--- src/rtl/rpsc_fault_annunciator.sv ---
`default_nettype none
// ============================================================================
// rpsc_fault_annunciator : eight-channel RPSC fault annunciator (debounce,
//   alarm/ack/clear sequencing, first-out, flashing lamps, interlocks)
// Revision: 1.0
// ============================================================================
module rpsc_fault_annunciator #(
    parameter int              N_CH         = 8,
    parameter int              DEBOUNCE_CYC = 16,
    parameter int              FLASH_HALF   = 8,
    parameter logic [N_CH-1:0] EMERG_MASK   = N_CH'(8'h01),
    parameter logic [N_CH-1:0] INTLK_MASK   = N_CH'(8'h7E)
) (
    input  logic            clk,
    input  logic            reset,
    input  logic [N_CH-1:0] fault_in,
    input  logic            ack,
    input  logic            clr,
    input  logic            lamp_test,
    output logic [N_CH-1:0] fault_latched,
    output logic [N_CH-1:0] lamp,
    output logic [N_CH-1:0] first_out,
    output logic            emergency,
    output logic            pamp_interlock
);

    typedef enum logic [1:0] {
        ST_NORMAL = 2'd0,
        ST_ALARM  = 2'd1,
        ST_ACKED  = 2'd2
    } state_t;

    localparam logic [7:0]  c_db_last = 8'(DEBOUNCE_CYC - 1);
    localparam logic [15:0] c_fh_last = 16'(FLASH_HALF - 1);

    logic [N_CH-1:0] r_fault_s1, r_fault_s2, r_prev;
    logic            r_lt_s1, r_lt_s2;
    logic [N_CH-1:0] w_filt, w_rise;
    logic [N_CH-1:0] w_alarm, w_acked, w_nxt_alarm, w_nxt_normal;
    logic [N_CH-1:0] w_latched, w_pick;
    logic [N_CH-1:0] r_first;
    logic [15:0]     r_flash_cnt;
    logic            r_phase;
    logic            w_all_normal, w_all_normal_nxt;

    always_ff @(posedge clk or posedge reset) begin
        if (reset) begin
            r_fault_s1 <= '0;
            r_fault_s2 <= '0;
            r_lt_s1    <= 1'b0;
            r_lt_s2    <= 1'b0;
            r_prev     <= '0;
        end else begin
            r_fault_s1 <= fault_in;
            r_fault_s2 <= r_fault_s1;
            r_lt_s1    <= lamp_test;
            r_lt_s2    <= r_lt_s1;
            r_prev     <= w_filt;
        end
    end

    assign w_rise = w_filt & ~r_prev;

    for (genvar gi = 0; gi < N_CH; gi++) begin : g_ch
        logic [7:0] r_db_cnt;
        logic       r_filt;
        state_t     r_state, w_state_nxt;

        // Filtered level only moves after DEBOUNCE_CYC consecutive disagreeing samples
        always_ff @(posedge clk or posedge reset) begin
            if (reset) begin
                r_db_cnt <= '0;
                r_filt   <= 1'b0;
            end else if (r_fault_s2[gi] == r_filt) begin
                r_db_cnt <= '0;
            end else if (r_db_cnt == c_db_last) begin
                r_db_cnt <= '0;
                r_filt   <= r_fault_s2[gi];
            end else begin
                r_db_cnt <= r_db_cnt + 8'd1;
            end
        end

        always_ff @(posedge clk or posedge reset) begin
            if (reset) r_state <= ST_NORMAL;
            else       r_state <= w_state_nxt;
        end

        always_comb begin
            w_state_nxt = r_state;
            case (r_state)
                ST_NORMAL: if (w_rise[gi]) w_state_nxt = ST_ALARM;
                ST_ALARM:  if (ack)        w_state_nxt = ST_ACKED;
                ST_ACKED: begin
                    if (w_rise[gi])             w_state_nxt = ST_ALARM;
                    else if (clr && !r_filt)    w_state_nxt = ST_NORMAL;
                end
                default:                        w_state_nxt = ST_NORMAL;
            endcase
        end

        assign w_filt[gi]       = r_filt;
        assign w_alarm[gi]      = (r_state == ST_ALARM);
        assign w_acked[gi]      = (r_state == ST_ACKED);
        assign w_nxt_alarm[gi]  = (w_state_nxt == ST_ALARM);
        assign w_nxt_normal[gi] = (w_state_nxt == ST_NORMAL);
    end

    assign w_latched        = w_alarm | w_acked;
    assign w_all_normal     = ~|w_latched;
    assign w_all_normal_nxt = &w_nxt_normal;
    // Isolate the lowest set bit so simultaneous first faults favour the lowest index
    assign w_pick           = w_nxt_alarm & (~w_nxt_alarm + N_CH'(1));

    always_ff @(posedge clk or posedge reset) begin
        if (reset) begin
            r_first <= '0;
        end else if (w_all_normal_nxt) begin
            r_first <= '0;
        end else if (w_all_normal && (|w_nxt_alarm)) begin
            r_first <= w_pick;
        end
    end

    always_ff @(posedge clk or posedge reset) begin
        if (reset) begin
            r_flash_cnt <= '0;
            r_phase     <= 1'b1;
        end else if (r_flash_cnt == c_fh_last) begin
            r_flash_cnt <= '0;
            r_phase     <= ~r_phase;
        end else begin
            r_flash_cnt <= r_flash_cnt + 16'd1;
        end
    end

    always_ff @(posedge clk or posedge reset) begin
        if (reset) begin
            fault_latched  <= '0;
            lamp           <= '0;
            first_out      <= '0;
            emergency      <= 1'b0;
            pamp_interlock <= 1'b0;
        end else begin
            fault_latched  <= w_latched;
            lamp           <= r_lt_s2 ? '1 : (w_acked | (w_alarm & {N_CH{r_phase}}));
            first_out      <= r_first;
            emergency      <= |(w_latched & EMERG_MASK);
            pamp_interlock <= |(w_latched & INTLK_MASK);
        end
    end

endmodule
`default_nettype wire
--- config.mk ---
export PLATFORM = sky130hd
export DESIGN_NAME = rpsc_fault_annunciator
export DESIGN_NICKNAME = d
export VERILOG_FILES = /design/src/rtl/rpsc_fault_annunciator.sv
export SDC_FILE = /design/constraint.sdc
export NUM_CORES = 1
export LEC_CHECK = 0
export CORE_ASPECT_RATIO = 0.75
export CORE_MARGIN = 2
export CORE_UTILIZATION = 45
export CTS_CLUSTER_SIZE = 16
export DETAILED_ROUTE_END_ITERATION = 10
export GPL_TIMING_DRIVEN = 0
export MAX_ROUTING_LAYER = met4
export SETUP_SLACK_MARGIN = 0.1
export SYNTH_ARGS = -nofsm -noshare
export SYNTH_HDL_FRONTEND = slang
export SYNTH_SLANG_ARGS = --single-unit
export TNS_END_PERCENT = 1
--- constraint.sdc ---
create_clock -name clk -period 9.99 [get_ports clk]
set_clock_uncertainty 0.2 [all_clocks]
set_input_delay 2.4975 -clock clk [delete_from_list [all_inputs] [get_ports clk]]
set_output_delay 2.4975 -clock clk [all_outputs]
set_load 0.02 [all_outputs]
==> flow_summary.toml <==
[yosys]
synthesis.area_sq_mm = 0.00723
yosysSeqAreaShare = 0.568
ys_async_sr_fraction = 1.00
synth_seq_cells = 164
yosysUniqueCellTypes = 46
syn_area_per_cell_sq_um = 11.5
synthCells = 628
yosys_warnings = 0
synth-main-ff-cell = "dfrtp_1"
synth_nets = 682
synth_edf_count = 0

[floorplan]
io_pins = 39
start_util = 0.456
die_w_um = 150
rows = 40
die_y_um = 114
fp.coreArea_sq_mm = 0.0159
dieArea_sq_mm = 0.0171

[clock_tree]
cts-root-buf = "clkbuf_16"
path_clk_slew_ps = 60
cts_htree_levels = 4
cts_buffer_depth = 2
tritoncts = "built"
clk_latency_ps = 420
cts_hold_buf = 0
ctsResizeCount = 0
cts_setup_buffers = 0
cts_buffers = 17
cts_sinks = 164

[run]
maxCapViolations = 0

[power_and_ir_drop]
leakagePower_nw = 4.06
cellPowerDensity_mw_per_mm2 = 193
peakVddDrop_uv = 114

[final_layout]
fin_area_sq_mm = 0.00852
layout_common_cells = "163 x dfrtp_1, 78 x nor2_1, 44 x xnor2_1"
final_nets = 740
areaGrowthSynthToFinish_pct = 17.9
final_common_cell = "dfrtp_1"
diodes = 0
drive_gt1_frac = 0.0844

[hold_path]
hp-class = "reg2reg"
min_from = "r_fault_s1[0]$_DFF_PP0_"

[drt]
drtAntennaViolNets = 0
drt-total-wl_um = 13000
wl_per_cell_um = 14.3
wl_met2_um = 5760
routed.top_layer = "met4"
drc = 0
drt_iter0_markers = 244
num_vias = 4566
wl_met3_um = 456
first_pass_iters = 4
wl_met1_um = 6560
vias_per_cell = 5.02

[critical_path]
critical_path_arrival_ps = 5410
regToRegStartpoint = "g_ch[6].r_state[1]$_DFF_PP0_"
endpoint_kind = "flip-flop"
crit_path_max_fanout = 8
worstSetupStartpoint = "clr"
required_ps = 10110
criticalPathCategory = "in2reg"
startpoint_type = "input port"

[timing]
fin_crit_sh = 0.530
maxSlewViolCount = 0
setup_viol_count_final = 0
rsz0062_at_grt = "false"
fmaxAchievable_mhz = 189
finalHoldViolCount = 0
max_slew_margin = 0.488
worst_pin_slew_ps = 749
fin_tns_setup_ps = 0
period_needed_ps = 5300

[global_routing]
grt.total_usage = 0.170
grt_first_pass_wirelength_um = 21700
overflow = 0
grt_max_degree = 103
grt_pass1_vias = 4501
grt_antenna_before_repair = 0

[placed_design]
place_area_sq_mm = 0.00791
gp_congestion = 0.909
io_buffers = 38
dp_hpwl_um = 8990

[outcome]
outcome = "finished clean"
==> worst paths after layout <==
path	end	slack, ps	cells after the start
max	r_first[6]$_DFFE_PP0P_	4690	9
min	r_fault_s2[0]$_DFF_PP0_	150	0
max reg2reg	r_first[6]$_DFFE_PP0P_	6760	10
min reg2reg	r_fault_s2[0]$_DFF_PP0_	150	0
max in group asynchronous	g_ch[0].r_state[1]$_DFF_PP0_	6460	3
min in group asynchronous	r_flash_cnt[12]$_DFF_PP0_	2300	2
==> kinds of logic (layout without fill, tap and decap cells) <==
group | after synthesis | count (layout) | synth area share
multiplexers | 14 | 14 | 0.0208
XOR/XNOR | 78 | 78 | 0.0945
AO/OA/AOI/OAI | 68 | 68 | 0.0701
adder cells (fa/ha/maj) | 41 | 41 | 0.0709
AND/OR/NAND/NOR | 236 | 236 | 0.161
buffers and inverters | 27 | 98 | 0.0154
flip-flops | 164 | 164 | 0.568
==> report_power, final <==
group | switching (mW) | leakage, nW | total [mW] | internal, mW
clock network | 0.273 | 0.286 | 0.675 | 0.402
logic | 0.144 | 1.57 | 0.245 | 0.101
registers | 0.0236 | 2.20 | 0.723 | 0.700
==> layer usage <==
| metal | track usage | vias to the layer above |
|---|---|---|
| met4 | 0.0717 | 0 |
| met3 | 0.0452 | 19 |
| met1 | 0.233 | 2200 |
| met2 | 0.241 | 79 |
| met5 | - | - |
| li1 | - | 2268 |
==> per-stage QoR <==
step,hold slack [ps],setup slack [ps],instances,total power [mW],utilization
global placement,133,832,876,0.969,0.496
finish,149,4690,909,1.64,0.537
global route,155,4700,909,1.72,0.537
detailed placement,138,4360,877,0.980,0.499
floorplan,131,2860,628,0.891,-
CTS,152,4810,909,1.66,0.537
==> synthesized netlist by cell type, drive strengths merged (3+ instances only) <==
| library cell | number | area (sq um) |
|---|---|---|
| or2 | 6 | 37.5 |
| xnor2 | 44 | 385 |
| nor2 | 78 | 293 |
| o21ai | 11 | 55.1 |
| inv | 20 | 75.1 |
| nand2 | 40 | 150 |
| nor2b | 10 | 62.6 |
| or3 | 3 | 18.8 |
| and2 | 11 | 68.8 |
| nor4 | 16 | 100 |
| mux2i | 6 | 60.1 |
| o31ai | 9 | 67.6 |
| buf | 4 | 25.0 |
| nand2b | 9 | 56.3 |
| nor3 | 7 | 35.0 |
| xor2 | 34 | 298 |
| nand3 | 27 | 135 |
| mux2 | 8 | 90.1 |
| clkbuf | 3 | 11.3 |
| a211o | 11 | 96.3 |
| dfrtp | 163 | 4080 |
| ha | 41 | 513 |
| and3 | 19 | 119 |
| a21oi | 10 | 50.1 |
| a221oi | 7 | 80.1 |
| a211oi | 7 | 52.6 |
==> sequential cells by signal (all words and copies together), names as in the netlist, 8 cells and up <==
signal	cells
g_ch.r_db_cnt	64
fault_latched	8
r_prev	8
first_out	8
lamp	8
r_flash_cnt	16
r_first	8
r_fault_s1	8
r_fault_s2	8
g_ch.r_filt	8
g_ch.r_state	16
==> worst max-delay path, cell delays in order <==
cell	delay, ps
clkdlybuf4s50_1	670
nand2b_1	270
a221oi_2	100
a211oi_1	650
a21boi_0	600
a21o_1	150
o21bai_1	50
buf_2	190
a31o_1	230
==> cell type report <==
cell class,count,area (sq um)
well taps,210,263
flip-flops and latches,164,4110
multi-input cells,437,3010
inverters,20,82.6
repair buffers,39,408
plain buffers,7,36.3
clock inverters,14,176
clock buffers,18,439
fillers,1316,7340
Note: power is estimated with default switching activity, not from simulation.
==> edit (same flow settings) <==
Put one more register stage on the output `fault_latched`, cleared by the reset. The value now appears one clock later. The other outputs are not delayed to match.
--- a/src/rtl/rpsc_fault_annunciator.sv
+++ b/src/rtl/rpsc_fault_annunciator.sv
@@ -32,6 +32,8 @@
 
     localparam logic [7:0]  c_db_last = 8'(DEBOUNCE_CYC - 1);
     localparam logic [15:0] c_fh_last = 16'(FLASH_HALF - 1);
+
+    logic [N_CH-1:0] fault_latched_s0;
 
     logic [N_CH-1:0] r_fault_s1, r_fault_s2, r_prev;
     logic            r_lt_s1, r_lt_s2;
@@ -136,13 +138,13 @@
 
     always_ff @(posedge clk or posedge reset) begin
         if (reset) begin
-            fault_latched  <= '0;
+            fault_latched_s0 <= '0;
             lamp           <= '0;
             first_out      <= '0;
             emergency      <= 1'b0;
             pamp_interlock <= 1'b0;
         end else begin
-            fault_latched  <= w_latched;
+            fault_latched_s0 <= w_latched;
             lamp           <= r_lt_s2 ? '1 : (w_acked | (w_alarm & {N_CH{r_phase}}));
             first_out      <= r_first;
             emergency      <= |(w_latched & EMERG_MASK);
@@ -150,5 +152,13 @@
         end
     end
 
+    always_ff @(posedge clk or posedge reset) begin
+        if (reset) begin
+            fault_latched <= '0;
+        end else begin
+            fault_latched <= fault_latched_s0;
+        end
+    end
+
 endmodule
 `default_nettype wire
Function: same outputs for any inputs over 10 cycles, from zero or initial values and one cycle with reset high; that may be too few to reach the edited logic, so the function may still have changed.
==> edit against the original RTL <==
Power shrank 2.5%; final area increased by 2.3%; wire length rose by 2.7%; worst setup slack gained 0.24 ns; critical path depth shrank 1; area after synthesis up 3.4%; count of clock-buffer cells in the layout increased by 11; maximum frequency is 4.7% higher; sequential cell count rose by 8.
==> edit: results (changes against the original RTL) <==
Outcome
  • Status: complete, no violations

Critical path
  • Worst Setup EP: r_first[7]
  • Reg-to-Reg End: r_first[1]
  • Critical R2R Launch: g_ch[3].r_state[0]
  • Worst reg2reg setup slack: 6.56 ns (-0.20 ns)
  • Reg2Reg Depth: 9 (-1)

Power
  • P_int: 1.201 mW (-0.15%)
  • Worst vdd ir: 0.1144 mV (+0.72%)
  • P_leak: 4.096 nW (+0.98%)

GRT
  • Total Routing Usage GR: 16.64% (-0.41 points)
  • First-pass GRT wire length: 22.74 mm (+4.6%)
  • Vias in the first global route: 4785 (+6.3%)
  • Largest net degree at the start of global routing: 115 (+12%)

Layout
  • Fill cells: 1371 (+4.2%)
  • Diodes inserted: 0 (unchanged)
  • Fin nets: 746 (+0.81%)
  • Share of layout cells above drive strength 1: 8.085% (-0.36 points)

Route
  • DR vias/cell: 5.123 (+2.0%)
  • Met2 routed WL: 6.039 mm (+4.8%)
  • WL per Instance: 14.60 um (+2.0%)
  • WL met1: 6.675 mm (+1.7%)
  • DRT iter0 DRCs: 244 (unchanged)
  • DR WL met3: 385 um (-16%)
  • Drt pass-1 iters: 4 (unchanged)
  • DR top layer: met4

Logic synthesis
  • Multiplexer share of the synthesized area: 1.473% (-0.60 points)
  • Synth cell count leaders: 171 x dfrtp_1, 75 x nor2_1, 41 x ha_1, 41 x xor2_1, 38 x nand2_1
  • Synth unique cells: 52 (+13%)
  • Post-Synth XOR/XNOR Area: 9.138% (-0.31 points)
  • Post-Synth Adder-Cell Area: 6.862% (-0.23 points)
  • Synth Area in Compound Gates: 7.431% (+0.42 points)
  • Post-synthesis sequential area ratio: 57.59% (+0.82 points)
  • Top post-synthesis cells by area: dfrtp_1 57%, ha_1 6.9%, xor2_1 4.8%, xnor2_1 4.3%, nor2_1 3.8%

Timing
  • Final period util: 50.64% (-2.4 points)
  • Number of setup violations in the final report: 0 (unchanged)
  • Slew margin rel.: 51.02% (+2.2 points)

Placement
  • Dpl hpwl: 9.319 mm (+3.7%)
  • Placement Cell Area: 8154 um^2 (+3.1%)
  • Pre-CTS WS: 4.524 ns (+0.1628 ns)
  • Port Buffer Count: 38 (unchanged)
  • Global placer's final weighted congestion: 0.8147 (-10%)

Hold path
  • Hold Path Class: flop to flop

Clock tree
  • Setup bufs post-CTS: 0 (unchanged)
  • Post-CTS sizing: 0 (unchanged)
## edit: changes by cell type in the layout (fill, tap and decap cells not counted), moves of 4 or more
cell and change:
nand3_1 +6, o31ai_1 -9, dfrtp_1 +8, xor2_1 +7, mux2i_1 -4, clkbuf_1 +8
clkinvlp_4 -5, inv_1 +6, xnor2_1 -7
## edit: layer usage
layer  up-vias  GRT usage, %
met4         0         5.679
met1      2332         21.98
met3        21         4.338
met2        66         25.26
met5         -             -
li1       2269             -
## edit: power by group through the flow
stage	combinational, mW	sequential (mW)	clock [mW]
2_1_floorplan	0.128	0.776	0
3_3_place_gp	0.206	0.765	0
3_5_place_dp	0.214	0.767	0
4_1_cts	0.215	0.754	0.657
5_1_grt	0.235	0.758	0.687
6_report	0.212	0.754	0.637
## edit: kinds of logic (layout without fill, tap and decap cells)
logic type,count (synthesis),count (layout)
adders and majority gates,41,41
DFF,172,172
AOI/OAI and AO/OA,67,67
xor gates and xnor gates,78,78
buffers and inverters,29,100
and+or+nand+nor,237,237
muxes,10,10
## edit: stage by stage
step                hold WS (ns)  total power [mW]  utilization [%]  cells
floorplan                 0.1312            0.9041                -    634
global placement          0.1339            0.9715            50.38    882
detailed placement        0.1365            0.9804            50.60    883
CTS                       0.1500             1.627            54.11    915
global route              0.1596             1.680            54.11    915
finish                    0.1468             1.603            54.11    915
## edit: final cells by class
cell class                      count  share of cell area, %
Buffer                              3                 0.1722
Clock buffer                       29                  5.740
Clock inverter                      3                 0.7462
Inverter                           26                  1.205
Multi-Input combinational cell    433                  35.07
Sequential cell                   172                  49.38
Tap cell                          210                  3.013
Timing Repair Buffer               39                  4.678
## edit: how the worst min path moves through the flow
stage                              from  slack, ns  depth (start not counted)          endpoint
floorplan           fault_latched_s0[1]       0.13                          0  fault_latched[1]
global placement    fault_latched_s0[5]       0.13                          0  fault_latched[5]
detailed placement        r_fault_s1[6]       0.14                          0     r_fault_s2[6]
CTS                 fault_latched_s0[6]       0.15                          0  fault_latched[6]
global route              r_fault_s1[3]       0.16                          0     r_fault_s2[3]
finish              fault_latched_s0[6]       0.15                          0  fault_latched[6]
## edit: worst max-delay path, cell delays in order
cell	delay [ns]
clkdlybuf4s50_1	0.80
nand2b_1	0.16
a221oi_1	0.30
nor3_1	0.19
nor4_1	0.40
nand4_1	0.20
nor4_4	0.46
nor3_1	0.12
